File: config.mk
export PLATFORM = sky130hd
export DESIGN_NAME = bp_cfg_loader
export DESIGN_NICKNAME = d
export VERILOG_FILES = /design/src/rtl/bp_cfg_loader.sv
export SDC_FILE = /design/constraint.sdc
export NUM_CORES = 1
export LEC_CHECK = 0
export CORE_MARGIN = 3
export CORE_UTILIZATION = 34
export CTS_CLUSTER_DIAMETER = 50
export DETAILED_ROUTE_END_ITERATION = 16
export PLACE_DENSITY = 0.83
export SYNTH_ARGS = -nofsm -noshare
export SYNTH_HDL_FRONTEND = slang
export SYNTH_SLANG_ARGS = --single-unit
File: constraint.sdc
create_clock -name clk_i -period 2.3 [get_ports clk_i]
set_clock_uncertainty 0.05 [all_clocks]
set_input_delay 0.69 -clock clk_i [delete_from_list [all_inputs] [get_ports clk_i]]
set_output_delay 0.69 -clock clk_i [all_outputs]
set_load 0.01 [all_outputs]
File: src/rtl/bp_cfg_loader.sv
// bp_cfg_loader: boot-time configuration sequencer.
// For each core it issues four writes over the cfg link: freeze, hart id,
// CCE id and CCE mode. It then unfreezes every core in turn and raises
// done_o. Every output is registered. Payloads are computed from the
// next state, so a new write is presented on the cycle right after a
// transfer and the link never sees a bubble.
module bp_cfg_loader #(
    parameter int num_core_p       = 1,
    parameter int cfg_core_width_p = 8,
    parameter int cfg_addr_width_p = 16,
    parameter int cfg_data_width_p = 64
) (
    input  logic                        clk_i,
    input  logic                        reset_n_i,
    input  logic                        start_i,
    input  logic                        cce_mode_i,
    output logic                        cfg_v_o,
    input  logic                        cfg_ready_i,
    output logic [cfg_core_width_p-1:0] cfg_core_o,
    output logic [cfg_addr_width_p-1:0] cfg_addr_o,
    output logic [cfg_data_width_p-1:0] cfg_data_o,
    output logic                        busy_o,
    output logic                        done_o
);

    localparam int core_cnt_width_lp = (num_core_p > 1) ? $clog2(num_core_p) : 1;
    localparam logic [core_cnt_width_lp-1:0] last_core_lp = core_cnt_width_lp'(num_core_p - 1);

    localparam logic [cfg_addr_width_p-1:0] addr_freeze_lp = cfg_addr_width_p'(16'h0001);
    localparam logic [cfg_addr_width_p-1:0] addr_hartid_lp = cfg_addr_width_p'(16'h0002);
    localparam logic [cfg_addr_width_p-1:0] addr_cceid_lp  = cfg_addr_width_p'(16'h0003);
    localparam logic [cfg_addr_width_p-1:0] addr_mode_lp   = cfg_addr_width_p'(16'h0004);

    typedef enum logic [2:0] {
        S_IDLE,
        S_FREEZE,
        S_HARTID,
        S_CCEID,
        S_MODE,
        S_UNFREEZE,
        S_DONE
    } state_e;

    state_e                        state_q, state_d;
    logic [core_cnt_width_lp-1:0]  core_cnt_q, core_cnt_d;
    logic                          mode_q, mode_d;

    logic                          cfg_v_q, cfg_v_d;
    logic [cfg_core_width_p-1:0]   cfg_core_q, cfg_core_d;
    logic [cfg_addr_width_p-1:0]   cfg_addr_q, cfg_addr_d;
    logic [cfg_data_width_p-1:0]   cfg_data_q, cfg_data_d;
    logic                          busy_q, busy_d;
    logic                          done_q, done_d;

    logic xfer;
    logic last_core;
    logic active_d;

    assign xfer      = cfg_v_q & cfg_ready_i;
    assign last_core = (core_cnt_q == last_core_lp);

    // Next-state sequencing: walk the per-core write list, then the unfreeze pass.
    always_comb begin
        state_d    = state_q;
        core_cnt_d = core_cnt_q;
        mode_d     = mode_q;
        case (state_q)
            S_IDLE, S_DONE: begin
                if (start_i) begin
                    state_d    = S_FREEZE;
                    core_cnt_d = '0;
                    mode_d     = cce_mode_i;
                end
            end
            S_FREEZE: if (xfer) state_d = S_HARTID;
            S_HARTID: if (xfer) state_d = S_CCEID;
            S_CCEID:  if (xfer) state_d = S_MODE;
            S_MODE: begin
                if (xfer) begin
                    if (last_core) begin
                        core_cnt_d = '0;
                        state_d    = S_UNFREEZE;
                    end else begin
                        core_cnt_d = core_cnt_q + core_cnt_width_lp'(1);
                        state_d    = S_FREEZE;
                    end
                end
            end
            S_UNFREEZE: begin
                if (xfer) begin
                    if (last_core) begin
                        core_cnt_d = '0;
                        state_d    = S_DONE;
                    end else begin
                        core_cnt_d = core_cnt_q + core_cnt_width_lp'(1);
                    end
                end
            end
            default: state_d = S_IDLE;
        endcase
    end

    // Output payload for the write that the next state will present.
    always_comb begin
        active_d   = (state_d == S_FREEZE) || (state_d == S_HARTID) || (state_d == S_CCEID) ||
                     (state_d == S_MODE)   || (state_d == S_UNFREEZE);
        cfg_v_d    = active_d;
        busy_d     = active_d;
        done_d     = (state_d == S_DONE);
        cfg_core_d = active_d ? cfg_core_width_p'(core_cnt_d) : '0;
        cfg_addr_d = '0;
        cfg_data_d = '0;
        case (state_d)
            S_FREEZE: begin
                cfg_addr_d = addr_freeze_lp;
                cfg_data_d = cfg_data_width_p'(1'b1);
            end
            S_HARTID: begin
                cfg_addr_d = addr_hartid_lp;
                cfg_data_d = cfg_data_width_p'(core_cnt_d);
            end
            S_CCEID: begin
                cfg_addr_d = addr_cceid_lp;
                cfg_data_d = cfg_data_width_p'(core_cnt_d);
            end
            S_MODE: begin
                cfg_addr_d = addr_mode_lp;
                cfg_data_d = cfg_data_width_p'(mode_d);
            end
            S_UNFREEZE: begin
                cfg_addr_d = addr_freeze_lp;
                cfg_data_d = '0;
            end
            default: begin
                cfg_addr_d = '0;
                cfg_data_d = '0;
            end
        endcase
    end

    // State, counters and registered outputs; reset aborts any sequence in flight.
    always_ff @(posedge clk_i) begin
        if (!reset_n_i) begin
            state_q    <= S_IDLE;
            core_cnt_q <= '0;
            mode_q     <= 1'b0;
            cfg_v_q    <= 1'b0;
            cfg_core_q <= '0;
            cfg_addr_q <= '0;
            cfg_data_q <= '0;
            busy_q     <= 1'b0;
            done_q     <= 1'b0;
        end else begin
            state_q    <= state_d;
            core_cnt_q <= core_cnt_d;
            mode_q     <= mode_d;
            cfg_v_q    <= cfg_v_d;
            cfg_core_q <= cfg_core_d;
            cfg_addr_q <= cfg_addr_d;
            cfg_data_q <= cfg_data_d;
            busy_q     <= busy_d;
            done_q     <= done_d;
        end
    end

    assign cfg_v_o    = cfg_v_q;
    assign cfg_core_o = cfg_core_q;
    assign cfg_addr_o = cfg_addr_q;
    assign cfg_data_o = cfg_data_q;
    assign busy_o     = busy_q;
    assign done_o     = done_q;

    // Core count must be addressable by the core-select field.
    a_num_core: assert property (@(posedge clk_i)
        (num_core_p >= 1) && (num_core_p <= (2 ** cfg_core_width_p)));

    // The link ready must be a known value whenever we are out of reset.
    a_ready_known: assert property (@(posedge clk_i) disable iff (!reset_n_i)
        !$isunknown(cfg_ready_i));

endmodule

Word level (Yosys, flattened, before mapping)
Index checks and enable logic that the tools add are counted.

Add/sub/neg operators: 1. Eq/ne operators: 12. Mux-type cells: 17. Bitwise gates (word level): 1. Reductions and logical operators: 10.

Operators by type and width (count): $mux W3 (8); $eq A3 B3 Y1 const B (6); $pmux W3 S6 (1); $eq A3 B2 Y1 const B (4); $pmux W3 S4 (1); $reduce_or A2 Y1 (4); $eq A3 B1 Y1 const B (2); $mux W1 (5); $logic_or A1 B1 Y1 (4); $logic_not A3 Y1 (1); $pmux W1 S3 (1); $pmux W1 S2 (1); $reduce_and A2 Y1 (1); $add A1 B1 Y1 const B (1); $and A1 B1 Y1 (1).

Register bits: 95. Input bits: 5. Output and inout port bits: 91.

Longest topological paths before layout
Gate-level depths: netlist of run 1.

Word-level depth: 9. Gate-level depth with buffers: 6. Mapped depth without buffers: 5.

Least setup slack after synthesis of run 1
OpenSTA, ideal clock, no wires.

Kind: input-to-reg. Start point: input port cfg_ready_i. End point: register cfg_data_q[0], in the netlist cfg_data_o[0]. Library setup time: 0.073 ns. Data arrival time: 1.685 ns. Required time: 2.177 ns. Path slack: 0.491 ns. Cell stages on the path: 5. Buffers on the path: 0. Cell sequence: and2_1 > and3_1 > a221oi_1 > or4_1 > o211ai_2.

Longest elaborated chain between the ends: 6. Elaborated cells on any way between the ends: 15.

Ends and longest elaborated chain: start: declaration (line 18) `input logic cfg_ready_i,`; $and A1 B1 Y1 * (line 59) `assign xfer = cfg_v_q & cfg_ready_i;`; $mux W3 (on tied branches); $pmux W3 S6 (line 67) `case (state_q)`; $eq A3 B2 Y1 (line 113) `case (state_d)`; $reduce_or A2 Y1 (no source line); $pmux W1 S3 * (line 113); end signal: assignment (line 160) `cfg_data_q <= cfg_data_d;`; end: declaration (line 51) `logic [cfg_data_width_p-1:0] cfg_data_q, cfg_data_d;`.

Every way passes the cells marked *; elsewhere a longest branch is shown, timed or not. A chain may end at the register's enable or synchronous reset.

Worst setup path in the final report of run 1
Start point: input port start_i. End point: register cfg_data_q[0], in the netlist cfg_data_o[0].

Longest elaborated chain between the ends: 5. Elaborated cells on any way between the ends: 12.

Ends and longest elaborated chain: start: declaration (line 15) `input logic start_i,`; $mux W3 (line 69) `if (start_i) begin`; $pmux W3 S6 (line 67); $eq A3 B2 Y1 (line 113); $reduce_or A2 Y1 (no source line); $pmux W1 S3 * (line 113).

Marks and branches as above.

==> results.py, run 1 <==
metrics = {
    "drt": {
        "dr_total_vias": 739,
        "drtIter0Drc": 70,
        "drcViolationCount": 0,
        "first_pass_iters": 4,
        "drtAntennaViolNets": 0,
        "vias_per_cell": 3.45,
        "drt-total-wl_mm": 1.76,
        "wl_per_cell_microns": 8.24,
    },
    "critical_path": {
        "worst-path-buf-inv": 1,
        "cp.depth": 6,
        "reg2reg_depth": 5,
        "cp.arrival_ns": 2.32,
        "crit_slowest_cell": "clkdlybuf4s50_1",
        "slowest_delay_ns": 0.60,
        "cp-end-kind": "flop",
        "critPathTopFamily": "simple AND/OR/NAND/NOR gates",
        "startpoint_type": "input port",
        "cp.required_ns": 2.41,
        "crit_path_cell_trace": "clkdlybuf4s50_1 -> nand2b_4 -> nor3b_4 -> mux2i_1 -> or4_1 -> o211ai_2",
        "critical_path_class": "input port to flop",
        "critical_path_peak_fanout": 5,
    },
    "grt": {
        "grt.busiest_layer": "met2",
        "grt_pass1_vias": 536,
        "grt_util_met1_pct": 8.00,
        "antenna_found_initial": 0,
        "grt_pass1_wl_mm": 2.39,
        "grt_usage_pct": 6.97,
        "grt_use_met2_pct": 12.3,
        "grt_max_degree": 14,
        "use_met3_pct": 2.02,
        "grt_overflow": 0,
    },
    "timing": {
        "timing.fmax_mhz": 452,
        "layout_min_cycle_time_ns": 2.21,
        "hold_viol": 0,
        "setup_viol_count_final": 0,
        "tightest_slew_ns": 0.502,
        "slew_violations": 0,
        "relSlewSlack_pct": 66.5,
        "grt_setup_unrepaired": "false",
        "min_period_over_period_pct": 96.1,
        "finalWorstSetupSlack_ns": 0.0894,
    },
    "pwr": {
        "p_switching_uw": 179,
        "total_power_uw": 598,
        "p_comb_share_pct": 24.5,
        "internal_power_uw": 419,
        "clkPwrFrac_pct": 37.1,
        "p_seq_share_pct": 38.4,
        "swShare_pct": 29.9,
        "irDropWorstVdd_uv": 180,
        "p_per_area_nw_per_um2": 500,
        "leakage_uw": 0.000602,
    },
    "place": {
        "numPortBuffers": 12,
        "gp_congestion": 0.757,
        "place_ws_ns": -0.166,
        "place_hpwl_mm": 1.50,
    },
    "yosys": {
        "synth.top_cells.by_count": "85 x buf_4, 12 x dfxtp_1",
        "syn_area_per_cell_sq_um": 8.43,
        "synth_most_common_cell": "buf_4",
        "synth_ff_type": "dfxtp_1",
        "seq_area_frac_synth_pct": 19.1,
        "yosys_warnings": 0,
        "synth_seq_cells": 12,
        "ys_async_sr_fraction_pct": 0,
        "synth_cells": 149,
        "netlist_area_sq_um": 1260,
        "synth.distinct_cells": 32,
        "yosys.area.top_type_share_pct": 50.8,
        "synthTopCellsByArea": "buf_4 51%, dfxtp_1 19%, and2_1 2.0%",
        "yosysTopAreaCell": "buf_4",
        "synth-edff-count": 0,
    },
    "layout": {
        "drive_gt1_share_pct": 11.9,
        "syn2layout_area_growth_pct": -4.78,
        "layout.nets": 174,
        "insertedDiodeCount": 0,
    },
    "clock_tree": {
        "ctsHoldBuffers": 0,
        "clk_pin_slew_worst_paths_ns": 0.05,
        "cts_sinks": 12,
        "clockBufferDepth": 2,
        "cts_setup_buffers": 0,
        "cts_tree": "yes",
        "clock_tree.root_cell": "clkbuf_8",
        "cts_buffers": 3,
        "clk_latency_ns": 0.23,
        "cts.htree.levels": 1,
    },
    "die": {
        "core_area_sq_um": 3440,
        "rows": 21,
        "die-area_sq_um": 4460,
        "io_pins": 96,
        "dieHeight_microns": 66.8,
        "start_util_pct": 36.5,
        "die_x_microns": 66.8,
    },
    "min_path": {
        "min_path_type": "flop to flop",
        "hold-path-cell-count": 2,
    },
    "job": {
        "cap_violations": 0,
    },
    "outcome": {
        "status": "finished, final reports clean",
    },
}
-- stage by stage --
step	TNS [ns]	instances	instance area (sq um)	utilization [%]	hold WS (ns)
3_3_place_gp	-0.210	210	1140	33.2	0.471
4_1_cts	0	214	1200	34.8	0.508
3_5_place_dp	-0.256	210	1140	33.2	0.500
6_report	0	214	1200	34.8	0.500
5_1_grt	0	214	1200	34.8	0.539
2_1_floorplan	0	231	1560	-	0.427
-- metal layers --
layer | routed length (microns) | part of all wire (%)
met1 | 611 | 35
met2 | 915 | 52
met3 | 231 | 13
met4 | 6 | 0.34
met5 | 0 | 0
-- worst paths after layout --
| kind | from | endpoint | slack [ns] |
|---|---|---|---|
| worst max register to register | state_q[1]$_SDFF_PN0_ | cfg_data_o[0]$_SDFF_PN0_ | 0.45 |
| worst max-delay path | start_i | cfg_data_o[0]$_SDFF_PN0_ | 0.09 |
| worst min register to register | core_cnt_q$_SDFF_PN0_ | core_cnt_q$_SDFF_PN0_ | 0.50 |
| worst min-delay path | core_cnt_q$_SDFF_PN0_ | core_cnt_q$_SDFF_PN0_ | 0.50 |
-- state kept, by name, indices dropped and copies added, names as in the netlist --
signal and flops:
cfg_addr_o 3, cfg_data_o 1, cfg_core_o 1, core_cnt_q 1
done_o 1, state_q 3, mode_q 1, busy_o 1
-- worst register-to-register path, cell delays in order, from the launching register on --
cell      delay (ns)
dfxtp_1         0.44
and2_4          0.24
a311oi_2        0.26
a221oi_1        0.17
or4_1           0.54
o211ai_2        0.08
-- timing repair --
item	4_1_cts	5_1_grt
endpoints found under the hold margin	0	0
endpoints found under the setup margin	0	1
gates resized for setup	0	1
-- cell type report --
cell class | count | area (sq um)
multi-input cells | 132 | 663
flip-flops and latches | 12 | 240
well taps | 46 | 57.6
clock buffers | 4 | 55.1
fillers | 368 | 2250
repair buffers | 20 | 180
-- logic make-up (layout without fill, tap and decap cells) --
kind of cell	count (synthesis)	count (layout)	synth area share, %
other	1	83	0.299
AND/OR/NAND/NOR	29	29	16.0
multiplexers	1	1	0.797
flip-flops	12	12	19.1
buffers and inverters	87	24	52.6
AO/OA/AOI/OAI	19	19	11.2
-- layout by cell type (no fill, tap or decap), types with 3 or more instances in the layout --
cell type        count
a21oi_1              4
and2_1               4
buf_4                8
clkbuf_8             4
clkdlybuf4s50_1     12
conb_1              83
dfxtp_1             12
nand2_1              4
nor2b_1              4
o21ai_0              3
-- power groups by stage --
stage	clock [uW]	sequential [uW]	combinational, uW
3_5_place_dp	0	234	143
3_3_place_gp	0	233	141
2_1_floorplan	0	230	212
6_report	222	230	147
5_1_grt	240	231	163
4_1_cts	230	229	143
Power figures use the tool's default switching activity.
==> inputs of run 2 (changes only) <==
- SLEW_MARGIN: not set -> 30
==> results of run 2 <==
The final DEF is identical to that of run 1; final timing and power are the same.
==> inputs of run 3 (changes only) <==
- RECOVER_POWER: not set -> 100
==> results.py, run 3 (synthesis results as in run 1) <==
metrics = {
    "clock_tree": {
        "cts_buffers": 3,
        "ctsHoldBuffers": 0,
        "clockBufferDepth": 2,
        "clk_pin_slew_worst_paths_ns": 0.05,
        "clock_tree.root_cell": "clkbuf_8",
        "cts_tree": "yes",
        "cts.htree.levels": 1,
        "clk_latency_ns": 0.23,
        "cts_resized": 0,
        "cts_setup_buffers": 0,
        "cts_sinks": 12,
    },
    "critical_path": {
        "critPathTopFamily": "simple AND/OR/NAND/NOR gates",
        "cp-end-kind": "flop",
        "crit_path_cell_trace": "clkdlybuf4s50_1 -> nand2b_4 -> nor3b_4 -> mux2i_1 -> or4_1 -> o211ai_2",
        "critical_path_peak_fanout": 5,
        "slowest_delay_ns": 0.60,
        "worst-path-buf-inv": 1,
        "critical_path_class": "input port to flop",
        "crit_slowest_cell": "clkdlybuf4s50_1",
        "cp.required_ns": 2.41,
        "cp.arrival_ns": 2.32,
        "startpoint_type": "input port",
    },
    "layout": {
        "fillers": 368,
        "drive_gt1_share_pct": 11.9,
        "insertedDiodeCount": 0,
        "regArea_sq_um": 240,
        "syn2layout_area_growth_pct": -4.78,
        "layout.nets": 174,
        "stdcell_count": 214,
        "multi_input_area_sq_um": 663,
        "final_common_cell": "conb_1",
        "final_cell_mix": "83 x conb_1, 12 x dfxtp_1, 8 x dlygate4sd3_1, 6 x buf_4",
        "fin_area_sq_um": 1200,
    },
    "timing": {
        "grt_setup_unrepaired": "false",
        "setup_viol_count_final": 0,
        "relSlewSlack_pct": 66.1,
        "timing.fmax_mhz": 452,
        "layout_min_cycle_time_ns": 2.21,
        "slew_violations": 0,
        "hold_viol": 0,
        "tightest_slew_ns": 0.509,
        "min_period_over_period_pct": 96.1,
    },
    "die": {
        "dieHeight_microns": 66.8,
        "io_pins": 96,
        "die_x_microns": 66.8,
        "start_util_pct": 36.5,
        "die-area_sq_um": 4460,
        "core_area_sq_um": 3440,
        "rows": 21,
    },
    "drt": {
        "drcViolationCount": 0,
        "drtAntennaViolNets": 0,
        "wl_per_cell_microns": 8.27,
        "drtIter0Drc": 61,
        "dr_total_vias": 743,
        "drt-total-wl_mm": 1.77,
        "vias_per_cell": 3.47,
        "first_pass_iters": 4,
    },
    "pwr": {
        "p_per_area_nw_per_um2": 498,
        "leakage_uw": 0.000620,
        "irDropWorstVdd_uv": 180,
    },
    "grt": {
        "grt_pass1_vias": 536,
        "antenna_found_initial": 0,
        "grt_overflow": 0,
        "grt_pass1_wl_mm": 2.39,
        "grt_usage_pct": 6.97,
        "grt_max_degree": 14,
    },
    "place": {
        "numPortBuffers": 12,
        "gp_congestion": 0.757,
        "place_hpwl_mm": 1.50,
        "dp_cells": 210,
        "place_area_sq_um": 1140,
    },
    "outcome": {
        "status": "finished, final reports clean",
    },
    "job": {
        "cap_violations": 0,
    },
    "min_path": {
        "min_path_type": "flop to flop",
    },
}
## run 3: changes by cell type in the layout (fill, tap and decap cells not counted), sizes merged
cell	change
buf	-2
dlygate4sd3	+8
clkbuf	+2
clkdlybuf4s50	-8
## run 3: tightest hold or removal path, stage by stage, from the launching register on
cell and delay, ns:
dfxtp_1 0.35, nand2_1 0.07, a211oi_1 0.07
## run 3: report_power, final
part           internal [uW]  switching [uW]  total (uW)
sequential               218            11.6         230
clock                    151            71.3         222
combinational           47.9            95.8         144
total                    417             179         595
## run 3: area by class of cell
type / count / area share [%]
Multi-Input combinational cell: 132 / 55.4
Tap cell: 46 / 4.81
Timing Repair Buffer: 20 / 15.1
Clock buffer: 4 / 4.60
Sequential cell: 12 / 20.1
## run 3: layer usage
layer	vias to the layer above	track usage [%]	share of wire, %
met5	-	0	0
met4	0	2.28	0.34
met3	2	2.02	13
met2	51	12.3	53
met1	332	8.00	34
li1	358	-	-
## run 3: worst paths after layout
path,from,slack [ns],cells after the start,end
max,start_i,0.09,6,cfg_data_o[0]$_SDFF_PN0_
min,core_cnt_q$_SDFF_PN0_,0.50,2,core_cnt_q$_SDFF_PN0_
max reg2reg,state_q[1]$_SDFF_PN0_,0.46,5,cfg_data_o[0]$_SDFF_PN0_
min reg2reg,core_cnt_q$_SDFF_PN0_,0.50,2,core_cnt_q$_SDFF_PN0_
## run 3: through the flow
stage / setup TNS, ns / util, % / total power [uW] / hold slack [ns] / worst slack (ns)
floorplan: 0 / - / 442 / 0.427 / 0.491
global placement: -0.210 / 33.2 / 375 / 0.471 / -0.106
detailed placement: -0.256 / 33.2 / 377 / 0.500 / -0.166
CTS: 0 / 34.8 / 602 / 0.508 / 0.0876
global route: 0 / 34.8 / 630 / 0.539 / 0.00674
finish: 0 / 34.8 / 595 / 0.504 / 0.0898
